**src/rtl/keypad_pkg.sv**
```systemverilog
// keypad_pkg: key codes, 4x4 keymap table and scanner FSM state encoding.
package keypad_pkg;
  localparam logic [4:0] KEY_PLUS  = 5'd10;
  localparam logic [4:0] KEY_MINUS = 5'd11;
  localparam logic [4:0] KEY_MUL   = 5'd12;
  localparam logic [4:0] KEY_DIV   = 5'd13;
  localparam logic [4:0] KEY_EQ    = 5'd14;
  localparam logic [4:0] KEY_CLEAR = 5'd15;
  localparam logic [4:0] KEY_NONE  = 5'h1F;
  // indexed by {row, col}
  localparam logic [4:0] KEYMAP [16] = '{
    5'd1,      5'd2, 5'd3,   KEY_PLUS,
    5'd4,      5'd5, 5'd6,   KEY_MINUS,
    5'd7,      5'd8, 5'd9,   KEY_MUL,
    KEY_CLEAR, 5'd0, KEY_EQ, KEY_DIV
  };
  typedef enum logic [1:0] {SCAN, DEBOUNCE, HELD} state_t;
endpackage

```
**src/rtl/keypad_sync_2ff.sv**
```systemverilog
// keypad_sync_2ff: 4-bit two-flop synchronizer for the asynchronous keypad rows, resets to all-ones.
module keypad_sync_2ff (
  input  logic       clk,
  input  logic       rst_n,
  input  logic [3:0] d,
  output logic [3:0] q
);
  logic [3:0] meta;
  always_ff @(posedge clk or negedge rst_n)
    if (!rst_n) {q, meta} <= '1;
    else        {q, meta} <= {meta, d};
endmodule

```
**src/rtl/keypad_scanner.sv**
```systemverilog
// keypad_scanner: 4x4 active-low keypad scanner with debounce, one key code pulse per press.
// Define KEYPAD_REPEAT_EN to enable auto-repeat pulses while a key is held.
module keypad_scanner
  import keypad_pkg::*;
#(
  parameter int SCAN_DIV     = 1000,
  parameter int DEBOUNCE_CNT = 8
`ifdef KEYPAD_REPEAT_EN
  , parameter int REPEAT_DELAY = 500
  , parameter int REPEAT_RATE  = 100
`endif
) (
  input  logic       clk,
  input  logic       rst_n,
  input  logic [3:0] row_n,
  output logic [3:0] col_n,
  output logic [4:0] button,
  output logic       validPress
);
  localparam int DW = SCAN_DIV > 1 ? $clog2(SCAN_DIV) : 1;
  localparam int CW = $clog2(DEBOUNCE_CNT + 1);
  state_t state, state_d;
  logic [DW-1:0] div_cnt;
  logic [1:0] col, col_d, row, row_d, low_idx;
  logic [CW-1:0] cnt, cnt_d, rel_cnt, rel_d;
  logic [4:0] button_d;
  logic valid_d, sample, row_low;
  logic [3:0] rows;
`ifdef KEYPAD_REPEAT_EN
  localparam int RW = $clog2(REPEAT_DELAY + 1);
  logic [RW-1:0] rep_cnt, rep_d;
`endif
  keypad_sync_2ff u_sync (.clk(clk), .rst_n(rst_n), .d(row_n), .q(rows));
  assign sample  = div_cnt == DW'(SCAN_DIV - 1);
  assign row_low = !rows[row];
  assign low_idx = !rows[0] ? 2'd0 : !rows[1] ? 2'd1 : !rows[2] ? 2'd2 : 2'd3;
  assign col_n   = ~(4'b0001 << col);
  always_comb begin
    state_d  = state;
    col_d    = col;
    row_d    = row;
    cnt_d    = cnt;
    rel_d    = rel_cnt;
    button_d = button;
    valid_d  = 1'b0;
`ifdef KEYPAD_REPEAT_EN
    rep_d    = rep_cnt;
`endif
    if (sample) begin
      case (state)
        SCAN:
          if (&rows) col_d = col + 2'd1;
          else begin
            row_d   = low_idx;
            cnt_d   = CW'(1);
            state_d = DEBOUNCE;
          end
        DEBOUNCE:
          if (!row_low) begin
            state_d = SCAN;
            col_d   = col + 2'd1;
            cnt_d   = '0;
          end else if (cnt == CW'(DEBOUNCE_CNT - 1)) begin
            state_d  = HELD;
            button_d = KEYMAP[{row, col}];
            valid_d  = 1'b1;
            cnt_d    = '0;
            rel_d    = '0;
          end else cnt_d = cnt + 1'b1;
        HELD:
          if (row_low) begin
            rel_d = '0;
`ifdef KEYPAD_REPEAT_EN
            // after the first repeat, rewinding keeps later repeats REPEAT_RATE samples apart
            if (rep_cnt == RW'(REPEAT_DELAY - 1)) begin
              valid_d = 1'b1;
              rep_d   = RW'(REPEAT_DELAY - REPEAT_RATE);
            end else rep_d = rep_cnt + 1'b1;
`endif
          end else if (rel_cnt == CW'(DEBOUNCE_CNT - 1)) begin
            state_d = SCAN;
            col_d   = col + 2'd1;
            rel_d   = '0;
`ifdef KEYPAD_REPEAT_EN
            rep_d   = '0;
`endif
          end else rel_d = rel_cnt + 1'b1;
        default: state_d = SCAN;
      endcase
    end
  end
  always_ff @(posedge clk or negedge rst_n)
    if (!rst_n) begin
      state      <= SCAN;
      div_cnt    <= '0;
      col        <= '0;
      row        <= '0;
      cnt        <= '0;
      rel_cnt    <= '0;
      button     <= KEY_NONE;
      validPress <= 1'b0;
`ifdef KEYPAD_REPEAT_EN
      rep_cnt    <= '0;
`endif
    end else begin
      state      <= state_d;
      div_cnt    <= sample ? '0 : div_cnt + 1'b1;
      col        <= col_d;
      row        <= row_d;
      cnt        <= cnt_d;
      rel_cnt    <= rel_d;
      button     <= button_d;
      validPress <= valid_d;
`ifdef KEYPAD_REPEAT_EN
      rep_cnt    <= rep_d;
`endif
    end
endmodule

```
**config.mk**
```make
export PLATFORM = sky130hd
export DESIGN_NAME = keypad_scanner
export DESIGN_NICKNAME = d
export VERILOG_FILES = /design/src/rtl/keypad_pkg.sv /design/src/rtl/keypad_sync_2ff.sv /design/src/rtl/keypad_scanner.sv
export SDC_FILE = /design/constraint.sdc
export NUM_CORES = 1
export LEC_CHECK = 0
export ABC_AREA = 0
export ABC_CLOCK_PERIOD_IN_PS = 2700
export CAP_MARGIN = 25
export CORE_UTILIZATION = 45
export DETAILED_ROUTE_END_ITERATION = 12
export HOLD_SLACK_MARGIN = 0.03
export PLACE_DENSITY_LB_ADDON = 0.12
export SETUP_SLACK_MARGIN = 0.3
export SLEW_MARGIN = 20
export SYNTH_ARGS = -nofsm -noshare
export SYNTH_HDL_FRONTEND = slang
export SYNTH_SLANG_ARGS = --single-unit
```
**constraint.sdc**
```tcl
create_clock -name clk -period 2.7 [get_ports clk]
set_clock_uncertainty 0.05 [all_clocks]
set_input_delay 0.54 -clock clk [delete_from_list [all_inputs] [get_ports clk]]
set_output_delay 0.54 -clock clk [all_outputs]
set_load 0.05 [all_outputs]
```
==> qor.yml, run 1 <==
outcome: "completed"
reg2reg_from: "div_cnt[4]"
synth_area_leaders: "dfrtp_1 (32%), dfstp_2 (18%), ha_1 (5.8%), mux2_1 (3.5%), inv_1 (2.9%)"
syn_to_final_growth_pct: 16.0
fin_crit_ps: 2270
ys_seq_area_share_pct: 50.2
ctsResizeCount: 4
power.switching_uw: 227
cts_root_buf: "clkbuf_8"
cts_tree: "done"
cts_hold_buf: 0
yosysTopAreaCell: "dfrtp_1"
grt_setup_unrepaired: "false"
tns_ps: 0
placed_cells: 240
core_area_sq_um: 4060
cpPeakStageDelay_ps: 520
hold_viol: 0
drt_iter0_drc: 40
placed_cell_area_sq_um: 2130
powerDensity_nw_per_um2: 488
cts_sinks: 38
drc_errors: 0
stdcell_count: 248
die_h_um: 67.5
fillCellCount: 352
r2r_slack_ps: 510
regArea_sq_um: 967
end_kind: "output pin"
setup_ws_ps: 435
regToRegEndpoint: "cnt[3]"
fp.dieW_um: 67.5
min_delay_path_depth: 0
cts.clk_slew.worst_paths_ps: 80
gp_congestion: 0.874
crit_required_ps: 2110
dp_hpwl_mm: 2.50
yosysWarnings: 0
min_from: "u_sync.meta[3]"
layout-drive-gt1-share_pct: 15.2
cp_common_cell: "inv_1"
io_pins: 16
worstSkewPairLatency_ps: 290
syn-mean-instance-area_sq_um: 10.8
dieArea_sq_um: 4550
synth_top_area_share_pct: 32.4
syn-num-nets: 194
initial_core_util_pct: 47.5
power_frac_clock_pct: 44.3
grt_first_pass_wirelength_mm: 6.17
ir_drop_mv: 0.289
numPortBuffers: 15
synth.distinct_cells: 46
final_area_sq_um: 2240
p_leak_uw: 0.000945
nNetsFinal: 212
critPathLaunchType: "flip-flop"
setup_viol: 0
async_reset_ff_share_pct: 100
syn_inst: 179
post-route-period-util_pct: 83.9
postCtsSetupBuffers: 0
grt_max_degree: 39
cts-buffers-inserted: 5
first_pass_iters: 4
first_global_vias: 1397
maxSlewViolCount: 0
slew_headroom_pct: 68.0
antenna_found_initial: 0
htree_levels: 2
wl_mm: 3.47
antenna_left: 0
synthFlopType: "dfrtp_1"
gr-total-overflow: 0
swShare_pct: 20.8
worstPathMaxFanout: 6
drv_cap: 0
p_int_uw: 865
syn_area_sq_um: 1930
ys_ff_latch: 38
viasPerCell: 5.62
diodes: 0
p_seq_share_pct: 53.4
critPathKind: "flip-flop to output pin"
cp_cell_sequence: "inv_1 -> ha_1 -> inv_1 -> dlygate4sd2_1"
cp.arrival_ps: 1680
vias: 1393
grt_use_total_pct: 18.4
ctsLongestPathBuffers: 2
clock.fmax_mhz: 441
tightest_slew_ps: 468
wl_per_cell_um: 14.0
slowest_stage: "dlygate4sd2_1"
post-place-ws_ps: 482
rows: 23
synth_edf_count: 0
ff2ff_path_depth: 4
min_to: "u_sync.q[3]"
worstHoldPathType: "flip-flop to flip-flop"
pwr-share-comb_pct: 2.3
multiInputGateArea_sq_um: 865
-- kinds of logic after synthesis --
group,after synthesis,share of synthesized area [%]
adders and majority gates,9,5.84
muxes,12,7.27
buffers and inverters,23,5.00
AOI/OAI and AO/OA,28,10.2
DFF,38,50.2
xor gates and xnor gates,7,3.18
and+or+nand+nor,62,18.4
-- power groups by stage --
stage / registers, uW / clock network (uW) / logic [uW]
global route: 584 / 518 / 29.2
global placement: 593 / 0 / 25.8
CTS: 583 / 497 / 26.5
detailed placement: 594 / 0 / 26.4
floorplan: 593 / 0 / 7.07
finish: 583 / 483 / 24.9
-- layout by cell type, fill, tap and decap left out, types with 2 or more instances in the layout --
cell type | synthesis | routed
xnor2_1 | 2 | 2
buf_4 | 0 | 3
mux2i_1 | 5 | 5
o22ai_1 | 3 | 3
dfstp_2 | 13 | 13
nor3_1 | 7 | 7
nand3b_1 | 2 | 2
and3_1 | 2 | 2
ha_1 | 9 | 9
clkbuf_8 | 0 | 5
mux2_1 | 6 | 6
xor2_1 | 5 | 5
clkdlybuf4s50_1 | 0 | 11
nand2b_1 | 5 | 5
nand2_1 | 11 | 11
nor2b_1 | 2 | 2
a31oi_1 | 2 | 2
nor2_1 | 8 | 8
clkinvlp_4 | 0 | 2
o21ai_1 | 5 | 5
dlygate4sd2_1 | 0 | 4
and2_1 | 6 | 6
inv_1 | 15 | 15
o41ai_1 | 2 | 2
nand4_1 | 3 | 3
dfrtp_1 | 25 | 25
and4_1 | 2 | 2
o21ai_0 | 5 | 5
nand3_1 | 8 | 8
-- worst max-delay path by stage --
stage                           start  endpoint  slack, ps  cells after the start
after global placement         col[0]  col_n[2]        520                      4
after detailed placement       col[0]  col_n[2]        480                      4
final                          col[0]  col_n[2]        430                      4
after global routing           col[0]  col_n[2]        320                      4
after floorplan           u_sync.q[1]  state[0]        830                      5
after CTS                      col[0]  col_n[2]        420                      4
-- flip-flops by register name, indices dropped and copies added, names as in the netlist, 2 cells and up --
name,count
col,2
u_sync.meta,4
rel_cnt,4
cnt,4
state,2
button,5
row,2
div_cnt,10
u_sync.q,4
-- synth_stat cells, types with 2 or more instances --
| master | count |
|---|---|
| a31oi_1 | 2 |
| and2_1 | 6 |
| and3_1 | 2 |
| and4_1 | 2 |
| buf_2 | 2 |
| clkbuf_1 | 4 |
| dfrtp_1 | 25 |
| dfstp_2 | 13 |
| ha_1 | 9 |
| inv_1 | 15 |
| mux2_1 | 6 |
| mux2i_1 | 5 |
| nand2_1 | 11 |
| nand2b_1 | 5 |
| nand3_1 | 8 |
| nand3b_1 | 2 |
| nand4_1 | 3 |
| nor2_1 | 8 |
| nor2b_1 | 2 |
| nor3_1 | 7 |
| o21ai_0 | 5 |
| o21ai_1 | 5 |
| o22ai_1 | 3 |
| o41ai_1 | 2 |
| xnor2_1 | 2 |
| xor2_1 | 5 |
-- cell type report --
class                   instances  area share, %
well taps                      50           2.80
clock buffers                   5           3.08
multi-input cells             118           38.7
flip-flops and latches         38           43.3
clock inverters                 3           2.01
inverters                      16           2.69
repair buffers                 18           7.50
-- through the flow --
step	total power [uW]	utilization (%)	hold slack, ps
3_3_place_gp	619	52.4	296
4_1_cts	1110	55.1	310
6_report	1090	55.1	309
5_1_grt	1130	55.1	314
2_1_floorplan	600	-	194
3_5_place_dp	620	52.4	298
-- routing by layer --
metal	track usage (%)	up-vias	wire length, um
li1	-	666	-
met1	23.6	691	1710
met2	29.5	31	1580
met3	5.41	5	130
met4	6.65	0	43
met5	0	-	0
-- worst max-delay path: cells and delay by family, from the launching register on --
| kind | cells | cell delay [ps] |
|---|---|---|
| buffers and inverters | 3 | 700 |
| flip-flops | 1 | 440 |
| adder cells (fa/ha/maj) | 1 | 230 |
Power figures use the tool's default switching activity.
==> run 2: changes to the inputs <==
--- a/config.mk
+++ b/config.mk
@@ -6,7 +6,7 @@
 export NUM_CORES = 1
 export LEC_CHECK = 0
 export ABC_AREA = 0
-export ABC_CLOCK_PERIOD_IN_PS = 2700
+export ABC_CLOCK_PERIOD_IN_PS = 2400
 export CAP_MARGIN = 25
 export CORE_UTILIZATION = 45
 export DETAILED_ROUTE_END_ITERATION = 12
==> constraint.sdc (replaced) <==
create_clock -name clk -period 2.4 [get_ports clk]
set_clock_uncertainty 0.05 [all_clocks]
set_input_delay 0.48 -clock clk [delete_from_list [all_inputs] [get_ports clk]]
set_output_delay 0.48 -clock clk [all_outputs]
set_load 0.05 [all_outputs]
==> run 2 against run 1 <==
Compared with the run above: sequential power increased by 13%; combinational power is 24% higher; non-clock buffer count increased by 7; register-to-register slack lost 70 ps; largest power group unchanged; cell count rose by 2.8%; largest cell class unchanged; worst setup slack gained 1.9 ps.
==> qor.yml, run 2 (same netlist as run 1, synthesis figures left out) <==
diodes: 0
cpPeakStageDelay_ps: 500
ir_drop_mv: 0.543
powerDensity_nw_per_um2: 577
first_pass_iters: 4
ff2ff_path_depth: 5
tns_ps: 0
hold_viol: 0
vias: 1419
initial_core_util_pct: 47.5
fp.dieW_um: 67.5
drc_errors: 0
io_pins: 16
total_power_uw: 1330
first_global_vias: 1413
cts-buffers-inserted: 5
grt_use_total_pct: 18.6
setup_viol: 0
met2_usage_pct: 34.0
slowest_stage: "or4_4"
cts_hold_buf: 0
r2r_slack_ps: 440
critPathKind: "flip-flop to flip-flop"
grt_max_degree: 39
cts_tree: "done"
cp_cell_sequence: "and4bb_1 -> nand4_1 -> buf_4 -> or4_4 -> o41ai_2"
wl_per_cell_um: 14.1
outcome: "completed"
critPathLaunchType: "flip-flop"
die_h_um: 67.5
syn_to_final_growth_pct: 19.3
drt_iter0_drc: 60
fin_crit_ps: 1960
slew_headroom_pct: 66.8
worstSkewPairLatency_ps: 290
worstPathMaxFanout: 6
post-place-ws_ps: 190
viasPerCell: 5.56
reg2reg_from: "div_cnt[3]"
core_area_sq_um: 4060
cts.clk_slew.worst_paths_ps: 80
layout_common_cells: "dfrtp_1 (24), inv_1 (15), dfstp_2 (13), buf_4 (13), nand2_1 (11)"
ctsLongestPathBuffers: 2
min_delay_path_depth: 0
cts_root_buf: "clkbuf_8"
dieArea_sq_um: 4550
gp_congestion: 0.826
rows: 23
min_from: "u_sync.meta[3]"
cts_sinks: 38
post-route-period-util_pct: 81.8
largest_reg_flops: 10
cp.arrival_ps: 2100
dp_hpwl_mm: 2.56
grt_use_met1_pct: 20.9
maxSlewViolCount: 0
end_kind: "flip-flop"
stdcell_count: 255
clock.fmax_mhz: 509
gr-total-overflow: 0
reg_top3: "div_cnt x10, button x5"
antenna_left: 0
layout-drive-gt1-share_pct: 20.5
worstHoldPathType: "flip-flop to flip-flop"
tightest_slew_ps: 495
drv_cap: 0
wl_mm: 3.59
nNetsFinal: 219
largest-register: "div_cnt"
final_common_cell: "dfrtp_1"
grt_setup_unrepaired: "false"
setup_ws_ps: 437
numPortBuffers: 15
min_to: "u_sync.q[3]"
fillCellCount: 340
htree_levels: 2
regToRegEndpoint: "cnt[3]"
grt_first_pass_wirelength_mm: 6.22
p_leak_uw: 0.00102
crit_required_ps: 2540
antenna_found_initial: 0
placed_cells: 240
gr-max-usage-layer: "met2"
global_route.usage.met3_pct: 4.22
## run 2: cell types whose count changed in the layout (fill, tap and decap cells not counted)
| cell | before | now |
|---|---|---|
| clkdlybuf4s50_1 | 11 | 6 |
| buf_4 | 3 | 13 |
| dlygate4sd2_1 | 4 | 5 |
| clkinv_4 | 0 | 1 |
| bufinv_16 | 1 | 2 |
| dfrtp_2 | 0 | 1 |
| dfrtp_1 | 25 | 24 |
| clkbuf_2 | 0 | 1 |
| clkinvlp_4 | 2 | 0 |
## run 2: cell type report
type                    count  area (sq um)  area share, %
well taps                  50          62.6           2.72
clock buffers               5          68.8           2.99
inverters                  16          60.1           2.61
flip-flops and latches     38           968           42.1
multi-input cells         118           865           37.6
repair buffers             25           206           8.98
clock inverters             3          68.8           2.99
## run 2: where the power goes
group / internal, uW / switching (uW) / total, uW
combinational: 13.0 / 17.9 / 30.9
sequential: 653 / 3.42 / 656
clock: 416 / 224 / 640
## run 2: what timing repair did
action / CTS / global route
gates resized for setup: 7 / 2
gates cloned: 0 / 0
buffers inserted: 4 / 3
endpoints found under the setup margin: 14 / 6
## run 2: worst max-delay path, delay by kind of cell (launching register included)
kind                   cells  cell delay [ps]
buffers and inverters      1              180
and+or+nand+nor            3              940
DFF                        1              410
AOI/OAI and AO/OA          1              280
## run 2: stage by stage
step / area [sq um] / util (%) / hold WS (ps)
floorplan: 1930 / - / 134
global placement: 2120 / 52.2 / 296
detailed placement: 2120 / 52.2 / 297
CTS: 2280 / 56.2 / 309
global route: 2300 / 56.7 / 313
finish: 2300 / 56.7 / 308
## run 2: worst max-delay path by stage
stage / depth (start not counted) / slack, ps / endpoint / from
after floorplan: 5 / 530 / state[0] / u_sync.q[1]
after global placement: 4 / 300 / col[1] / row[1]
after detailed placement: 4 / 190 / col[1] / row[1]
after CTS: 3 / 290 / col_n[3] / col[0]
after global routing: 5 / 350 / cnt[3] / div_cnt[3]
final: 5 / 440 / cnt[3] / div_cnt[3]
## run 2: routing by layer
layer	up-vias	part of all wire [%]
li1	677	-
met1	703	44
met2	31	51
met3	8	3.5
met4	0	1.5
met5	-	0
==> run 3: changes to the inputs <==
--- a/config.mk
+++ b/config.mk
@@ -6,7 +6,7 @@
 export NUM_CORES = 1
 export LEC_CHECK = 0
 export ABC_AREA = 0
-export ABC_CLOCK_PERIOD_IN_PS = 2400
+export ABC_CLOCK_PERIOD_IN_PS = 2050
 export CAP_MARGIN = 25
 export CORE_UTILIZATION = 45
 export DETAILED_ROUTE_END_ITERATION = 12
==> constraint.sdc (replaced) <==
create_clock -name clk -period 2.05 [get_ports clk]
set_clock_uncertainty 0.05 [all_clocks]
set_input_delay 0.41 -clock clk [delete_from_list [all_inputs] [get_ports clk]]
set_output_delay 0.41 -clock clk [all_outputs]
set_load 0.05 [all_outputs]
==> run 3 against run 2 <==
Compared with the run above: fmax is 4.5% higher; final area rose by 9.1%; cell count is 2.4% higher; critical path depth down 1; largest cell class is now multi-input gates; via count is 0.70% higher; flip-flop and latch count did not move; worst setup slack got worse by 270 ps.
==> qor.yml, run 3 (same netlist as run 1, synthesis figures left out) <==
final_common_cell: "dfrtp_1"
clock.fmax_mhz: 532
grt_max_degree: 39
tns_ps: 0
placed_cell_area_sq_um: 2210
p_seq_share_pct: 48.5
rows: 23
end_kind: "flip-flop"
dieArea_sq_um: 4550
grt_first_pass_wirelength_mm: 6.56
reg_top3: "div_cnt x10, button x5"
slowest_stage: "a2111oi_4"
layout_common_cells: "dfrtp_1 (25), buf_4 (18), dfstp_2 (13)"
power_frac_clock_pct: 49.0
reg2reg_from: "cnt[0]"
post-route-period-util_pct: 91.7
first_pass_iters: 4
grt_use_total_pct: 19.9
antenna_found_initial: 0
maxSlewViolCount: 0
ff2ff_path_depth: 4
wl_mm: 3.82
fin_crit_ps: 1880
tightest_slew_ps: 485
cpPeakStageDelay_ps: 470
antenna_left: 0
gr-total-overflow: 0
min_from: "u_sync.meta[1]"
ir_drop_mv: 0.435
swShare_pct: 17.9
initial_core_util_pct: 47.5
cts.clk_slew.worst_paths_ps: 80
largest-register: "div_cnt"
cts_hold_buf: 0
worstSkewPairLatency_ps: 280
p_int_uw: 1300
numPortBuffers: 15
critPathLaunchType: "flip-flop"
critPathKind: "flip-flop to flip-flop"
drt_iter0_drc: 69
wl_per_cell_um: 14.6
worstHoldPathType: "flip-flop to flip-flop"
power.switching_uw: 284
cts_root_buf: "clkbuf_8"
crit_required_ps: 2170
diodes: 0
p_leak_uw: 0.00109
syn_to_final_growth_pct: 30.2
slew_headroom_pct: 67.8
setup_viol: 0
cp.arrival_ps: 2000
drv_cap: 0
grt_setup_unrepaired: "true"
cts-buffers-inserted: 5
startpoint: "cnt[0]"
htree_levels: 2
r2r_slack_ps: 170
min_delay_path_depth: 0
vias: 1429
fp.dieW_um: 67.5
die_h_um: 67.5
powerDensity_nw_per_um2: 631
largest_reg_flops: 10
pwr-share-comb_pct: 2.5
ctsLongestPathBuffers: 2
outcome: "completed"
cp_cell_sequence: "ha_1 -> nand3b_1 -> a2111oi_4 -> mux2_4"
cts_sinks: 38
regToRegEndpoint: "state[0]"
dp_hpwl_mm: 2.68
final_area_sq_um: 2510
layout-drive-gt1-share_pct: 35.5
min_to: "u_sync.q[1]"
first_global_vias: 1476
cts_tree: "done"
worstPathMaxFanout: 4
hold_viol: 0
nNetsFinal: 225
gp_congestion: 0.825
viasPerCell: 5.48
drc_errors: 0
core_area_sq_um: 4060
io_pins: 16
## run 3: changes by cell type in the layout (fill, tap and decap cells not counted), moves of 4 or more
cell / change
mux2_1: -4
inv_2: +4
dlygate4sd2_1: -4
buf_4: +5
mux2_4: +4
buf_12: +4
inv_1: -4
## run 3: final cells by class
class                           instances  area [sq um]
Clock buffer                            6          82.6
Inverter                               16          60.1
Tap cell                               50          62.6
Multi-Input combinational cell        118           970
Timing Repair Buffer                   31           308
Clock inverter                          2          60.1
Sequential cell                        38           967
Fill cell                             333          1550
## run 3: worst max path at each step
stage                     endpoint  cells past startpoint  slack (ps)
final                     state[0]                      4         170
after global routing        col[1]                      4          90
after CTS                   col[1]                      4         180
after detailed placement  state[0]                      4          40
after global placement      col[1]                      4         160
after floorplan           state[1]                      5         270
## run 3: repair_timing
| action | CTS | global route |
|---|---|---|
| pin swaps | 5 | 3 |
| gates cloned | 0 | 0 |
| setup buffers | 8 | 0 |
| gates resized for setup | 14 | 13 |
| endpoints found under the setup margin | 19 | 24 |
## run 3: through the flow
| step | worst slack (ps) | hold WS (ps) | instances | util, % | power, uW |
|---|---|---|---|---|---|
| global route | 91.2 | 310 | 261 | 61.9 | 1640 |
| finish | 171 | 307 | 261 | 61.9 | 1580 |
| detailed placement | 39.1 | 297 | 245 | 54.4 | 819 |
| CTS | 176 | 309 | 261 | 61.1 | 1610 |
| floorplan | 266 | 64.4 | 179 | - | 791 |
| global placement | 164 | 295 | 245 | 54.4 | 817 |
## run 3: power groups by stage
stage | clock network [uW] | logic, uW | registers (uW)
final | 777 | 40.2 | 768
after floorplan | 0 | 10.1 | 781
after detailed placement | 0 | 37.0 | 782
after global routing | 823 | 45.1 | 769
after global placement | 0 | 35.5 | 781
after CTS | 797 | 41.0 | 768
## run 3: routing by layer
metal / part of all wire, % / wire [um] / track usage (%) / up-vias
met4: 2.0 / 78 / 9.57 / 0
met3: 3.6 / 138 / 5.74 / 8
met5: 0 / 0 / 0 / -
met1: 44 / 1680 / 23.6 / 703
met2: 50 / 1930 / 32.8 / 28
li1: - / - / - / 690
## run 3: critical path: cells and delay by family (launching register included)
| family | cells | cell delay, ps |
|---|---|---|
| adder cells (fa/ha/maj) | 1 | 260 |
| AND/OR/NAND/NOR | 1 | 250 |
| multiplexers | 1 | 340 |
| AO/OA/AOI/OAI | 1 | 470 |
| flip-flops | 1 | 400 |
